===== src/rtl/mbu_loader.sv =====
`default_nettype none
// ============================================================================
//  Module      : mbu_loader
//  Description : Bus initiator that programs the Memory Bank Unit through the
//                CU write/read-unit interface. Holds an 8-entry shadow table;
//                on start it acquires the IBus, optionally writes CTX, writes
//                MB0..MB7 and optionally reads them back for comparison.
//  Revision    : 1.0 - initial release
// ============================================================================
module mbu_loader #(
    parameter bit         VERIFY    = 1'b1,
    parameter bit         WRITE_CTX = 1'b1,
    parameter logic [4:0] WADDR_MBN = 5'b11011,
    parameter logic [4:0] WADDR_CTX = 5'b11110,
    parameter logic [4:0] RADDR_MBN = 5'b11011
) (
    input  logic       clk4,
    input  logic       nrsthold,
    input  logic       tbl_we,
    input  logic [2:0] tbl_idx,
    input  logic [7:0] tbl_d,
    input  logic [7:0] ctx_in,
    input  logic       start,
    input  logic       bus_gnt,
    input  logic [7:0] ibus_in,
    output logic       bus_req,
    output logic [4:0] waddr,
    output logic [4:0] raddr,
    output logic [2:0] ir_out,
    output logic [7:0] ibus_out,
    output logic       ibus_oe,
    output logic       busy,
    output logic       done,
    output logic       err,
    output logic [2:0] err_idx
);

    typedef enum logic [2:0] {
        S_IDLE = 3'd0,
        S_REQ  = 3'd1,
        S_WCTX = 3'd2,
        S_WMB  = 3'd3,
        S_VFY  = 3'd4,
        S_DONE = 3'd5
    } state_t;

    state_t     r_state;
    logic [7:0] r_tbl [8];
    logic [2:0] r_idx;
    logic [4:0] r_waddr;
    logic [4:0] r_raddr;
    logic [7:0] r_data;
    logic       r_oe;
    logic       r_bus_req;
    logic       r_busy;
    logic       r_done;
    logic       r_err;
    logic [2:0] r_err_idx;

    logic [2:0] w_idx_nxt;
    logic       w_in_mb;

    assign w_idx_nxt = r_idx + 3'd1;
    assign w_in_mb   = (r_state == S_WMB) || (r_state == S_VFY);

    // The transaction fields are registered; a withdrawn grant turns the
    // current cycle into a stall by squashing them without touching state.
    assign waddr    = bus_gnt ? r_waddr : 5'd0;
    assign raddr    = bus_gnt ? r_raddr : 5'd0;
    assign ibus_oe  = bus_gnt & r_oe;
    assign ibus_out = (bus_gnt & r_oe) ? r_data : 8'h00;
    assign ir_out   = (bus_gnt & w_in_mb) ? r_idx : 3'd0;
    assign bus_req  = r_bus_req;
    assign busy     = r_busy;
    assign done     = r_done;
    assign err      = r_err;
    assign err_idx  = r_err_idx;

    // Sequencer, shadow table and registered bus fields.
    always_ff @(posedge clk4 or negedge nrsthold) begin
        if (!nrsthold) begin
            r_state   <= S_IDLE;
            r_idx     <= 3'd0;
            r_waddr   <= 5'd0;
            r_raddr   <= 5'd0;
            r_data    <= 8'h00;
            r_oe      <= 1'b0;
            r_bus_req <= 1'b0;
            r_busy    <= 1'b0;
            r_done    <= 1'b0;
            r_err     <= 1'b0;
            r_err_idx <= 3'd0;
            for (int i = 0; i < 8; i++) begin
                r_tbl[i] <= 8'h00;
            end
        end else begin
            r_done <= 1'b0;

            // Table is frozen for the whole sequence.
            if (tbl_we && !r_busy) begin
                r_tbl[tbl_idx] <= tbl_d;
            end

            case (r_state)
                S_IDLE: begin
                    if (start) begin
                        r_state   <= S_REQ;
                        r_busy    <= 1'b1;
                        r_bus_req <= 1'b1;
                        r_err     <= 1'b0;
                        r_err_idx <= 3'd0;
                    end
                end
                S_REQ: begin
                    if (bus_gnt) begin
                        if (WRITE_CTX) begin
                            r_state <= S_WCTX;
                            r_waddr <= WADDR_CTX;
                            r_oe    <= 1'b1;
                            r_data  <= ctx_in;
                        end else begin
                            r_state <= S_WMB;
                            r_idx   <= 3'd0;
                            r_waddr <= WADDR_MBN;
                            r_oe    <= 1'b1;
                            r_data  <= r_tbl[0];
                        end
                    end
                end
                S_WCTX: begin
                    if (bus_gnt) begin
                        r_state <= S_WMB;
                        r_idx   <= 3'd0;
                        r_waddr <= WADDR_MBN;
                        r_oe    <= 1'b1;
                        r_data  <= r_tbl[0];
                    end
                end
                S_WMB: begin
                    if (bus_gnt) begin
                        if (r_idx == 3'd7) begin
                            r_idx   <= 3'd0;
                            r_waddr <= 5'd0;
                            r_oe    <= 1'b0;
                            r_data  <= 8'h00;
                            if (VERIFY) begin
                                r_state <= S_VFY;
                                r_raddr <= RADDR_MBN;
                            end else begin
                                r_state   <= S_DONE;
                                r_bus_req <= 1'b0;
                                r_done    <= 1'b1;
                            end
                        end else begin
                            r_idx  <= w_idx_nxt;
                            r_data <= r_tbl[w_idx_nxt];
                        end
                    end
                end
                S_VFY: begin
                    if (bus_gnt) begin
                        // Only the first mismatch is recorded.
                        if ((ibus_in != r_tbl[r_idx]) && !r_err) begin
                            r_err     <= 1'b1;
                            r_err_idx <= r_idx;
                        end
                        if (r_idx == 3'd7) begin
                            r_state   <= S_DONE;
                            r_idx     <= 3'd0;
                            r_raddr   <= 5'd0;
                            r_bus_req <= 1'b0;
                            r_done    <= 1'b1;
                        end else begin
                            r_idx <= w_idx_nxt;
                        end
                    end
                end
                S_DONE: begin
                    r_state <= S_IDLE;
                    r_busy  <= 1'b0;
                end
                default: begin
                    r_state <= S_IDLE;
                end
            endcase
        end
    end

endmodule
`default_nettype wire


===== config.mk =====
export PLATFORM = sky130hd
export DESIGN_NAME = mbu_loader
export DESIGN_NICKNAME = d
export VERILOG_FILES = /design/src/rtl/mbu_loader.sv
export SDC_FILE = /design/constraint.sdc
export NUM_CORES = 1
export LEC_CHECK = 0
export BUFFER_PORTS_ARGS = -buffer_cell sky130_fd_sc_hd__buf_2
export CAP_MARGIN = 0
export CORE_UTILIZATION = 55
export CTS_BUF_LIST = sky130_fd_sc_hd__clkbuf_4 sky130_fd_sc_hd__clkbuf_8
export CTS_CLUSTER_DIAMETER = 80
export CTS_CLUSTER_SIZE = 20
export DETAILED_ROUTE_END_ITERATION = 6
export MAX_ROUTING_LAYER = met4
export PLACE_DENSITY = 0.89
export SETUP_SLACK_MARGIN = 0.05
export SLEW_MARGIN = 20
export SYNTH_ARGS = -nofsm -noshare
export SYNTH_HDL_FRONTEND = slang
export SYNTH_SLANG_ARGS = --single-unit

===== constraint.sdc =====
create_clock -name clk4 -period 2.15 [get_ports clk4]
set_input_delay 0.43 -clock clk4 [delete_from_list [all_inputs] [get_ports clk4]]
set_output_delay 0.43 -clock clk4 [all_outputs]
set_load 0.05 [all_outputs]

==> flow_metrics.py <==
metrics = {
    "run_status": {
        "status": "complete, but fails checks",
        "violations": "setup timing",
    },
    "place": {
        "placed_cells": 596,
        "gp_congestion": 0.918,
        "placed_area_um2": 5670,
        "port_buffers": 59,
        "dp_hpwl_mm": 9.07,
    },
    "floorplan": {
        "pin_count": 61,
        "fp.dieH_um": 97.3,
        "core-area_um2": 8760,
        "die_area_um2": 9470,
        "die_w_um": 97.3,
        "rows": 34,
        "initial_core_util": 0.570,
    },
    "critical_path": {
        "reg2reg_slack_ps": -250,
        "arrival_ps": 2660,
        "start_kind": "flip-flop",
        "crit_buf_inv": 0,
        "cp_cell_sequence": "mux4_2 > mux2i_1 > xor2_1 > nand4_1 > or3_4 > a32o_1",
        "critPathTopFamily": "multiplexers",
        "worstReg2RegEnd": "err_idx[0]",
        "reg2reg_from": "r_idx[1]",
        "endpoint": "err_idx[0]",
        "path_depth": 6,
        "cp_slowest_stage_delay_ps": 530,
        "path_max_fanout": 6,
        "critPathLaunch": "r_idx[1]",
        "worstRegToRegCells": 6,
        "worst_setup_path_end_kind": "flip-flop",
        "required_ps": 2410,
        "worstSetupPathType": "reg -> reg",
        "slowest_stage": "mux4_2",
    },
    "detailed_routing": {
        "detail_route.iter0.violations": 358,
        "drtPass1Iterations": 5,
        "vias": 3896,
        "routed_wl_mm": 13.1,
        "drcViolationCount": 0,
        "via_per_inst": 6.33,
        "wl_per_cell_um": 21.3,
        "ant_nets": 0,
    },
    "cells_and_area": {
        "syn_to_final_growth_pct": 20.2,
        "finalInstanceArea_um2": 6000,
        "multi_input_area_um2": 2600,
        "layout_commonest_cell": "dfrtp_1",
        "final_util": 0.685,
        "regArea_um2": 2260,
        "num-nets-final": 537,
        "antenna_cells": 0,
        "n_fill_cell": 611,
        "fin_cells": 615,
        "layout_common_cells": "87 x dfrtp_1, 70 x mux2_2, 55 x buf_2, 47 x buf_4, 30 x mux2i_1",
        "drive_above_1_share": 0.458,
    },
    "synthesis": {
        "synthArstFlopShare": 1.00,
        "synth_xor_xnor_area_share": 0.00701,
        "synth_top_family_by_area": "multiplexers",
        "synth_nets": 445,
        "netlist_instances": 411,
        "synthTopCellsByArea": "dfrtp_1 45%, mux2_2 16%, mux4_2 11%, mux2i_1 6.0%, nand2_1 2.1%",
        "ys_types": 41,
        "yosys_most_used_dff": "dfrtp_1",
        "yosys_warnings": 0,
        "synthMuxAreaShare": 0.326,
        "synth_fa_ha_area_frac": 0.00501,
        "seq_area_frac_synth": 0.451,
        "yosysTopAreaCellShare": 0.451,
        "synthesis.area_um2": 4990,
        "synth_top_area_cell": "dfrtp_1",
        "synth-simple-area-share": 0.0847,
        "synth_compound_area_frac": 0.0892,
        "synth_seq_cells": 90,
        "postSynthAreaPerCell_um2": 12.2,
        "synth_edf_count": 0,
    },
    "power": {
        "power.static_leakage_nw": 2.86,
        "peakVddDrop_uv": 586,
        "power_density_nw_per_um2": 1110,
        "p_total_w": 0.00666,
    },
    "timing": {
        "hold_viol": 0,
        "skew_ps": 5.10,
        "rsz0062_at_grt": "true",
        "postLayoutSetupSlackWorst_ps": -250,
        "fin_crit_ps": 2400,
        "slew_headroom": 0.647,
        "fin_tns_setup_ps": -917,
        "max_clock_freq_ghz": 0.417,
        "setup_violations": 5,
        "finalCritPeriodShare": 1.12,
        "final_max_slew_viol_count": 0,
        "tightestPinTransition_ps": 529,
    },
    "clock_network": {
        "clkSlewWorstSetupHoldPaths_ps": 90,
        "clock_path_buffers": 2,
        "htree_levels": 3,
        "cts-root-buf": "clkbuf_8",
        "cts_made_buffers": 9,
        "cts_sinks": 90,
        "clock_latency_ps": 370,
        "cts_tree": "yes",
    },
    "global_route": {
        "antenna_found_initial": 0,
        "grt_usage": 0.301,
        "grt_max_degree": 43,
        "grt_pass1_wl_mm": 21.1,
        "grt_overflow": 0,
        "first_global_vias": 4041,
    },
    "flow_run": {
        "maxCapViolCount": 0,
    },
    "min_path": {
        "min_path_type": "in -> async",
    },
}
[metrics by stage]
stage | setup WS, ps | hold slack [ps]
6_report | -250 | 33.8
5_1_grt | -332 | 68.3
3_3_place_gp | -179 | 442
4_1_cts | -256 | 50.5
2_1_floorplan | -160 | 134
3_5_place_dp | -363 | 447
[kinds of logic (layout without fill, tap and decap cells)]
family                   count (synthesis)  count (layout)
XOR/XNOR                                 4               4
multiplexers                           124             124
adder cells (fa/ha/maj)                  2               2
other                                    1               1
flip-flops                              90              90
AND/OR/NAND/NOR                         86              86
buffers and inverters                   37             133
AO/OA/AOI/OAI                           67              67
[area by class of cell]
cell class                      count  share of cell area
Sequential cell                    90               0.376
Multi-Input combinational cell    284               0.434
Tap cell                          108              0.0225
Inverter                            9             0.00604
Clock buffer                       10              0.0229
Clock inverter                      5              0.0171
Timing Repair Buffer              109               0.122
[registers in the layout (all words and copies together), names as in the netlist]
register,flops
r_waddr,3
r_state,3
err_idx,3
r_tbl,64
r_data,8
done,1
r_idx,3
r_oe,1
r_raddr,1
busy,1
bus_req,1
err,1
[worst min-delay path by stage]
stage           endpoint
2_1_floorplan    bus_req
3_3_place_gp   r_tbl[48]
3_5_place_dp   r_tbl[48]
4_1_cts        r_tbl[48]
5_1_grt        r_tbl[54]
6_report       r_tbl[48]
[cells in the mapped netlist, types with 3 or more instances]
master	instances
o22ai_1	6
nor2_1	17
and2_1	5
nand3b_1	3
a32o_1	3
and3_1	8
buf_2	4
nor2b_1	3
o21ai_0	21
nand4_1	4
a21oi_1	13
a22o_1	5
mux2i_1	30
nor3b_1	3
mux4_2	24
buf_4	8
xor2_1	4
nand3_1	6
o2bb2ai_1	8
clkbuf_1	12
dfrtp_1	90
buf_1	3
nand2_1	28
inv_1	8
mux2_2	70
or3_1	4
[per-layer routing]
layer,vias up,part of all wire,GRT usage
met2,188,0.47,0.465
met5,-,0,-
met1,1931,0.41,0.367
met4,0,0.052,0.180
li1,1716,-,-
met3,61,0.065,0.0612
[worst reg2reg max path, delay by kind of cell, from the launching register on]
family / cells / cell delay (ps)
flip-flops: 1 / 480
AO/OA/AOI/OAI: 1 / 250
XOR/XNOR: 1 / 240
multiplexers: 2 / 740
AND/OR/NAND/NOR: 2 / 580
[power breakdown]
part / internal, W / leakage (nW) / switching (W)
combinational: 0.00140 / 1.54 / 0.00171
clock: 0.000795 / 0.118 / 0.000599
sequential: 0.00192 / 1.20 / 0.000227
[what timing repair did]
action                                  CTS  global route
endpoints found under the setup margin   14            16
pin swaps                                 4             0
hold buffers                              0             0
setup buffers                             0             4
resized for setup                         9            10
(Power assumes the default switching activity.)
